## config.mk

```make
export PLATFORM = sky130hd
export DESIGN_NAME = sequenciador_fases
export DESIGN_NICKNAME = d
export VERILOG_FILES = /design/src/rtl/sequenciador_fases.sv
export SDC_FILE = /design/constraint.sdc
export NUM_CORES = 1
export LEC_CHECK = 0
export CORE_MARGIN = 10
export CORE_UTILIZATION = 50
export CTS_BUF_LIST = sky130_fd_sc_hd__clkbuf_8 sky130_fd_sc_hd__clkbuf_16
export DETAILED_ROUTE_END_ITERATION = 10
export GPL_TIMING_DRIVEN = 1
export PLACE_DENSITY = 0.82
export REMOVE_ABC_BUFFERS = 1
export SLEW_MARGIN = 15
export SYNTH_ARGS = -nofsm -noshare
export SYNTH_HDL_FRONTEND = slang
export SYNTH_SLANG_ARGS = --single-unit
export TNS_END_PERCENT = 50
```

## constraint.sdc

```tcl
create_clock -name clock -period 2.69 [get_ports clock]
set_clock_uncertainty 0.05 [all_clocks]
set_input_delay 0.4035 -clock clock [delete_from_list [all_inputs] [get_ports clock]]
set_output_delay 0.4035 -clock clock [all_outputs]
set_load 0.005 [all_outputs]
```

## src/rtl/sequenciador_fases.sv

```systemverilog
// Central phase sequencer: one phase counter plus Moore phase strobes,
// start/halt control, memory-wait stall and retired-instruction count.
module sequenciador_fases #(
  parameter int NUM_FASES    = 10,
  parameter int FASE_BUSCA   = 0,
  parameter int FASE_DECOD   = 2,
  parameter int FASE_EXEC    = 4,
  parameter int FASE_MEM     = 6,
  parameter int FASE_ESCRITA = 8
) (
  input  logic        clock,
  input  logic        reset,
  input  logic        iniciar,
  input  logic        parar,
  input  logic        mem_pronta,
  output logic [3:0]  fase,
  output logic        en_busca,
  output logic        en_decod,
  output logic        en_exec,
  output logic        en_mem,
  output logic        en_escrita,
  output logic        ciclo_fim,
  output logic        ocupado,
  output logic [31:0] num_instr
);

  localparam logic [3:0] F_BUSCA = 4'(FASE_BUSCA);
  localparam logic [3:0] F_DECOD = 4'(FASE_DECOD);
  localparam logic [3:0] F_EXEC  = 4'(FASE_EXEC);
  localparam logic [3:0] F_MEM   = 4'(FASE_MEM);
  localparam logic [3:0] F_ESCR  = 4'(FASE_ESCRITA);
  localparam logic [3:0] F_ULT   = 4'(NUM_FASES - 1);

  typedef enum logic [1:0] {
    OCIOSO,
    RODANDO,
    ESPERA_MEM,
    PARADO
  } estado_t;

  estado_t estado;
  logic    halt_pend;
  logic    rodando;
  logic    espera;

  // State, phase counter, pending-halt flag and instruction counter
  always_ff @(posedge clock or negedge reset) begin
    if (!reset) begin
      estado    <= OCIOSO;
      fase      <= '0;
      halt_pend <= 1'b0;
      num_instr <= '0;
    end else begin
      unique case (estado)
        OCIOSO, PARADO: begin
          if (iniciar) begin
            estado <= RODANDO;
            fase   <= '0;
          end
        end
        RODANDO: begin
          if (parar)
            halt_pend <= 1'b1;
          if (fase == F_MEM) begin
            if (mem_pronta)
              fase <= F_MEM + 4'd1;
            else
              estado <= ESPERA_MEM;
          end else if (fase == F_ULT) begin
            fase      <= '0;
            num_instr <= num_instr + 32'd1;
            if (halt_pend || parar) begin
              estado    <= PARADO;
              halt_pend <= 1'b0;
            end
          end else begin
            fase <= fase + 4'd1;
          end
        end
        ESPERA_MEM: begin
          if (parar)
            halt_pend <= 1'b1;
          if (mem_pronta) begin
            estado <= RODANDO;
            fase   <= F_MEM + 4'd1;
          end
        end
        default: begin
          estado <= OCIOSO;
          fase   <= '0;
        end
      endcase
    end
  end

  // Moore strobe decode from registered state and phase
  always_comb begin
    rodando    = (estado == RODANDO);
    espera     = (estado == ESPERA_MEM);
    ocupado    = rodando || espera;
    en_busca   = ocupado && (fase == F_BUSCA);
    en_decod   = ocupado && (fase == F_DECOD);
    en_exec    = ocupado && (fase == F_EXEC);
    en_mem     = espera || (ocupado && (fase == F_MEM));
    en_escrita = ocupado && (fase == F_ESCR);
    ciclo_fim  = rodando && (fase == F_ULT);
  end

endmodule

```

# Word-level counts from Yosys, hierarchy flattened
# Cells that the tools add are included.
# op_classes
addsub	2
multipliers	0
div_mod_pow	0
order_cmp	0
eq_ne	13
shifts	0
n_mux	17
n_bitwise	1
reduce_logical	15
# op_table
op	count
$add 32x1->32 const B	1
$mux 4	4
$mux 2	6
$pmux 4 s3	1
$eq 4x3->1 const B	2
$eq 4x4->1 const B	2
$logic_and 1x1->1	6
$ne 3x1->1 const B	2
$pmux 2 s3	1
$reduce_and 5->1	1
$add 4x1->4 const B	1
$eq 2x2->1 const B	2
$eq 4x2->1 const B	1
$logic_not 4->1	1
$mux 1	4
$ne 2x2->1 const B	2
$logic_or 1x1->1	3
$ne 3x3->1 const B	1
$reduce_and 3->1	1
$eq 2x1->1 const B	1
$logic_not 2->1	1
$pmux 1 s2	1
$reduce_bool 2->1	1
$reduce_or 2->1	1
$not 1->1	1
# word_totals
ff_bits	39
latch_bits	0
ramBits	0
romBits	0
memories	0

# Logic depth before layout (Yosys ltp)
# Gate-level depths: netlist (run 1).
# depth
word_depth	5
mapped_depth	8
ltp_nobuf	6

# Worst setup path before layout (run 1)
# Ideal clock, no wire load.
# synth_timing
path_kind	register -> register
from	register estado[1]
to	register num_instr[19]
arrival_time_ns	1.808
required_time_ns	2.561
setup_slack_ns	0.753
stages_incl_launch_ff	9
n_path_buf	2
synth_period_minus_slack_ns	1.937
cell_sequence	dfrtp_1 inv_1 ha_1 inv_1 or4_4 buf_6 buf_8 nor3_4 xor2_1
# synth_between
elab_chain_len	2
# synth_lines
element	line	rtl
from (decl)	41	estado_t estado;
from (signal assigned)	49	estado <= OCIOSO;
from (signal assigned)	57	estado <= RODANDO;
from (signal assigned)	68	estado <= ESPERA_MEM;
$eq 2x1->1	--	
via rodando	43	logic rodando;
$reduce_and 3->1 (no source line)	--	
to (signal assigned)	71	num_instr <= num_instr + 32'd1;
to (decl)	24	output logic [31:0] num_instr
# The timed path passes the listed nets, and every way through them passes these cells.
# A chain may end at the register's enable or synchronous reset.

# Final worst setup path (run 1)
# layout_timing
from	register estado[0]
to	output en_busca
# layout_between
elab_chain_len	3
elab_cells_between_ends	4
cone_classes	eq/ne (2); reduce/logical (2)
# layout_lines
element	line	rtl
$eq 2x1->1 / $eq 2x2->1 (equally long branches)	98, 99	
$logic_or 1x1->1 *	100	ocupado = rodando || espera;
$logic_and 1x1->1 *	101	en_busca = ocupado && (fase == F_BUSCA);
to (decl)	17	output logic en_busca,
# Mark *: on every way between the ends. The rest lies on a longest branch, timed or not.

==> results.md, run 1 <==
* Slew Limit Fails at 0
* RSZ-0062 raised after global routing: no
* Pwr Density at about 650 nW/um^2
* Synth area leaders: dfrtp_1 46%, xor2_1 9.5%, xnor2_1 3.7%
* Chip height at 85.0 um
* Final net count at 262
* H-tree levels at 2
* Fraction of registers with async set/reset at 100%
* Cell taking the most area after synthesis: dfrtp_1
* Worst EP required at 2.24 ns
* Synth Flop Type: dfrtp_1
* Tot Pwr at between 1.5 and 2 mW
* Status: finished clean
* Type of origin of the critical path: flip-flop
* Synth cell types at 40
* Cell family with most CP delay: buffers and inverters
* Setup-failing EPs final at 0
* Drc violations at 0
* Syn_area_per_cell at 10.1 sq um
* Initial Utilization at between 50% and 60%
* Hold WS at 0.154 ns
* Proportion of layout cells with a drive suffix above 1 at 9.02%
* # hold bufs at CTS at 0
* Post-CTS setup buffers at 0
* Crit. End Element: primary output
* Port bufs at 47
* Yosys top cell area share at 46.2%
* Core Util, Final at 66.3%
* Number of flops mapped to enable cells by yosys at 0
* Slowest cell on crit path: clkdlybuf4s50_1
* Vias in the first global route at between 1500 and 2000
* CTS sink cnt at 39
* Crit path from: estado[0]$_DFFE_PN0P_
* Antenna Nets Post-Route at 0
* Die W at roughly 85 um
* Io pins at 48
* Routed wire length at 4630 um
* CP Max Fanout at 11
* Cell area after layout at 2690 sq um
* YS warnings at 0
* Most frequent cell after synthesis: dfrtp_1
* R2R Setup Slk at approximately 0.53 ns
* Fin worst setup slack at 0.229 ns
* Num CTS Buffers at 5
* DIE AREA at 7220 sq um
* Detailed Routing Iterations Pass 1 at 4
* Root Buffer: clkbuf_8
* Area delta synth->final at 27.3%
* Post-DP Area at 2580 sq um
* Crit-path max cell delay at approximately 0.55 ns
* Final min period at approximately 2.5 ns
* Pre-CTS setup slack at 0.540 ns
* Worst Path Buf+Inv at 2
* Syn Inst Count at 209
* CP Class: reg2out
* Setup_tns at 0 ns
* Vias at 1659
* Number of antenna violations at the first check in global routing at 0
* Peak supply drop at 0.464 mV
* Leak at 1.22 nW
* Resize count post-CTS at 0
* Fmax at 0.406 GHz
* Sequential fraction of the synthesis area at a little under half
* Final Cycle Share at 91.5%
* Worst skew pair latency at 0.29 ns
* Most frequent cells after synthesis: 39 x dfrtp_1, 23 x xor2_1, 17 x nand2_1
* Placed insts at between 200 and 300
* GR Overflow Total at 0
* Worst EP arrival at 2.01 ns
* #FFs+latches synth at 39
* CTS clk-pin slew, worst paths at 0.08 ns
* CTS tree: done
* Final non-filler cell total at 305
* Fillers at 315
* Hold Fails Final Rpt at 0
* Placeable Area at 4060 sq um
* Post-DR wirelength/cell at 15.2 um
* Max-capacitance violation count at 0
* Largest net degree at the start of global routing at 40
* Rel. slew slack at 43.9%
* DRT iter0 DRCs at between 100 and 150
* Post-DP HPWL at 3370 um
* Row Count at 23
* Cell chain of the critical path: inv_1, ha_1, nor4b_1, clkdlybuf4s50_1
* Slew @ Worst Pin at 0.842 ns
* Antenna Cells at 0
* All-Layer GR Usage at 12.6%
* R2r startpoint: estado[1]$_DFFE_PN0P_
* Deepest clock path buffer count at 2
* Via density at 5.44
* First-pass GRT wire length at 7590 um
* Type of the worst min-delay path: in2async
* RD Place Congestion at between 0.8 and 0.9
* Mapped Area at about 2100 sq um
final timing paths:
check                                                 end  cells after the start
max in group asynchronous       num_instr[10]$_DFFE_PN0P_                      1
worst min register to register  num_instr[31]$_DFFE_PN0P_                      1
worst max-delay path                             en_busca                      4
worst min-delay path            num_instr[14]$_DFFE_PN0P_                      1
worst max register to register  num_instr[25]$_DFFE_PN0P_                      6
min in group clock              num_instr[31]$_DFFE_PN0P_                      1
logic make-up (layout without fill, tap and decap cells):
kind of cell / Yosys count / after routing / share of synthesized area [%]
flip-flops: 39 / 39 / 46.2
multiplexers: 2 / 2 / 1.01
XOR/XNOR: 32 / 32 / 13.3
buffers and inverters: 24 / 70 / 5.69
adder cells (fa/ha/maj): 3 / 3 / 1.78
AO/OA/AOI/OAI: 23 / 23 / 6.58
AND/OR/NAND/NOR: 86 / 86 / 25.5
cells in the final DEF (no fill, tap or decap), types with 2 or more instances in the layout:
cell type and instances:
nand2_1 17, and3_1 7, nor4_2 3, dfrtp_1 39, nor4_1 7, nand3_1 12
and4_1 3, nor3_1 9, o22ai_1 2, a21oi_1 5, inv_1 15, o21ai_0 9
nand2b_1 2, xor2_1 23, clkbuf_8 5, clkdlybuf4s50_1 46, nor3_2 5, nor2_1 13
ha_1 3, xnor2_1 9
routing by layer:
layer,GRT usage (%),up-vias,part of all wire [%]
met5,0,-,0
met4,4.49,0,1.3
met3,4.68,4,6.8
met2,20.6,33,49
met1,14.6,812,43
li1,-,810,-
sequential cells by signal, summed over array words and instances, names as in the netlist:
name and flops:
halt_pend 1, estado 2, fase 4, num_instr 32
report_power, final:
group          internal (mW)  total [mW]  leakage (nW)  switching [mW]
Combinational          0.278       0.512         0.636           0.234
Clock                  0.276       0.488        0.0581           0.212
Sequential             0.638       0.751         0.529           0.114
Total                   1.19        1.75          1.22           0.560
cell type report:
cell class | count | area [sq um] | share of cell area (%)
Timing Repair Buffer | 47 | 465 | 17.3
Clock buffer | 5 | 68.8 | 2.56
Tap cell | 50 | 62.6 | 2.33
Inverter | 15 | 56.3 | 2.09
Multi-Input combinational cell | 146 | 1020 | 37.8
Clock inverter | 3 | 43.8 | 1.63
Sequential cell | 39 | 976 | 36.3
(Power assumes the default switching activity.)
==> inputs of run 2 (changes only) <==
Settings changed: CORE_UTILIZATION 50 to 45, PLACE_DENSITY 0.82 to 0.75.
==> results.md, run 2 (synthesis results as in run 1) <==
* Type of origin of the critical path: flip-flop
* Commonest cells after routing, fill and taps aside: 46 x clkdlybuf4s50_1, 39 x dfrtp_1, 23 x xor2_1, 17 x inv_1, 17 x nand2_1
* Num CTS Buffers at 5
* Root Buffer: clkbuf_8
* All-Layer GR Usage at 12.2%
* Port bufs at 47
* CTS sink cnt at 39
* Largest net degree at the start of global routing at 40
* Vias at 1640
* Die W at 88.5 um
* Initial Utilization at 47.5%
* Antenna Cells at 0
* Worst r2r path cells at 6
* R2R Setup Slk at 0.55 ns
* Number of antenna violations at the first check in global routing at 0
* Crit. End Element: primary output
* Max FFs per register at 32
* Met3 wire length at approximately 300 um
* Proportion of layout cells with a drive suffix above 1 at 8.59%
* Worst EP arrival at 2.02 ns
* Cell area after layout at about 2700 sq um
* # hold bufs at CTS at 0
* Setup-failing EPs final at 0
* Met1 WL at 2030 um
* Worst reg2reg path endpoint: num_instr[25]$_DFFE_PN0P_
* RD Place Congestion at roughly 0.87
* Setup_tns at 0 ns
* GR Overflow Total at 0
* Placeable Area at about 4400 sq um
* Worst skew pair latency at 0.28 ns
* Deepest clock path buffer count at 2
* First-pass GRT wire length at 7580 um
* Routed wire length at 4620 um
* Final non-filler cell total at 308
* CP Max Fanout at 11
* CP Class: reg2out
* R2r startpoint: estado[1]$_DFFE_PN0P_
* Post-DR wirelength/cell at 15.0 um
* Worst EP required at 2.24 ns
* Resize count post-CTS at 0
* Post-DP HPWL at 3350 um
* Detailed Routing Iterations Pass 1 at 4
* Post-DP Area at 2590 sq um
* CTS tree: done
* Max-capacitance violation count at 0
* Max layer used: met4
* Pwr Density at 610 nW/um^2
* H-tree levels at 2
* Fmax at slightly above 0.4 GHz
* DIE AREA at 7830 sq um
* RSZ-0062 raised after global routing: no
* Post-CTS setup buffers at 0
* Leading cell type in the layout, fill and taps excluded: clkdlybuf4s50_1
* DRT iter0 DRCs at about 100
* Slew @ Worst Pin at 0.851 ns
* Status: finished clean
* Via density at 5.32
* Final min period at 2.47 ns
* Final Cycle Share at 91.9%
* Rel. slew slack at 43.3%
* Final net count at about 260
* Vias in the first global route at 1569
* DR WL met2 at 2260 um
* Hold Fails Final Rpt at 0
* CTS clk-pin slew, worst paths at ~0.08 ns
* Area delta synth->final at 26.3%
* Placed insts at 300
* Slew Limit Fails at 0
* Antenna Nets Post-Route at 0
* Io pins at 48
* Type of the worst min-delay path: in2async
* Peak supply drop at 0.311 mV
* Chip height at 88.5 um
* Most flops, register: num_instr
* Fillers at 390
* Row Count at 24
* Regs by FF count: num_instr: 32 flops, fase: 4 flops, estado: 2 flops
* Drc violations at 0
* Leak at 1.22 nW
run 2: cell count changes in the layout (fill, tap and decap cells not counted):
cell,change
inv_1,+2
buf_4,+1
bufinv_16,-1
clkinv_4,-1
run 2: critical path, stage by stage, from the launching register on:
cell and delay, ns:
dfrtp_1 0.37, inv_1 0.05, ha_1 0.42, nor4b_1 0.33
clkdlybuf4s50_1 0.56
run 2: worst max-delay path by stage:
stage                                startpoint                        end  cells past startpoint
final                     estado[0]$_DFFE_PN0P_                   en_busca                      4
after global routing      estado[0]$_DFFE_PN0P_                   en_busca                      4
after CTS                 estado[0]$_DFFE_PN0P_                   en_busca                      4
after detailed placement  estado[0]$_DFFE_PN0P_                   en_busca                      4
after global placement    estado[0]$_DFFE_PN0P_                   en_busca                      4
after floorplan           estado[1]$_DFFE_PN0P_  num_instr[31]$_DFFE_PN0P_                      6
run 2: per-layer routing:
| metal | up-vias | global-route usage, % |
|---|---|---|
| met5 | - | 0 |
| met2 | 35 | 19.4 |
| li1 | 817 | - |
| met4 | 0 | 4.55 |
| met3 | 2 | 4.50 |
| met1 | 786 | 14.6 |
run 2: layout make-up:
type / instances / area, sq um / area share [%]
Clock buffer: 5 / 68.8 / 2.58
Clock inverter: 3 / 12.5 / 0.469
Inverter: 15 / 56.3 / 2.11
Multi-Input combinational cell: 146 / 1020 / 38.1
Sequential cell: 39 / 976 / 36.6
Tap cell: 52 / 65.1 / 2.44
Timing Repair Buffer: 48 / 473 / 17.7
run 2: power by group:
group          switching, mW  internal (mW)
clock                  0.195          0.174
sequential             0.111          0.638
combinational          0.232          0.278
run 2: through the flow:
| stage | hold slack [ns] | power, mW | setup WS (ns) | util, % |
|---|---|---|---|---|
| finish | 0.171 | 1.63 | 0.218 | 60.0 |
| global route | 0.261 | 1.75 | 0.116 | 60.0 |
| CTS | 0.200 | 1.65 | 0.182 | 60.0 |
| detailed placement | 0.408 | 1.27 | 0.499 | 58.2 |
| global placement | 0.406 | 1.27 | 0.557 | 58.2 |
| floorplan | 0.0579 | 1.02 | 0.782 | - |
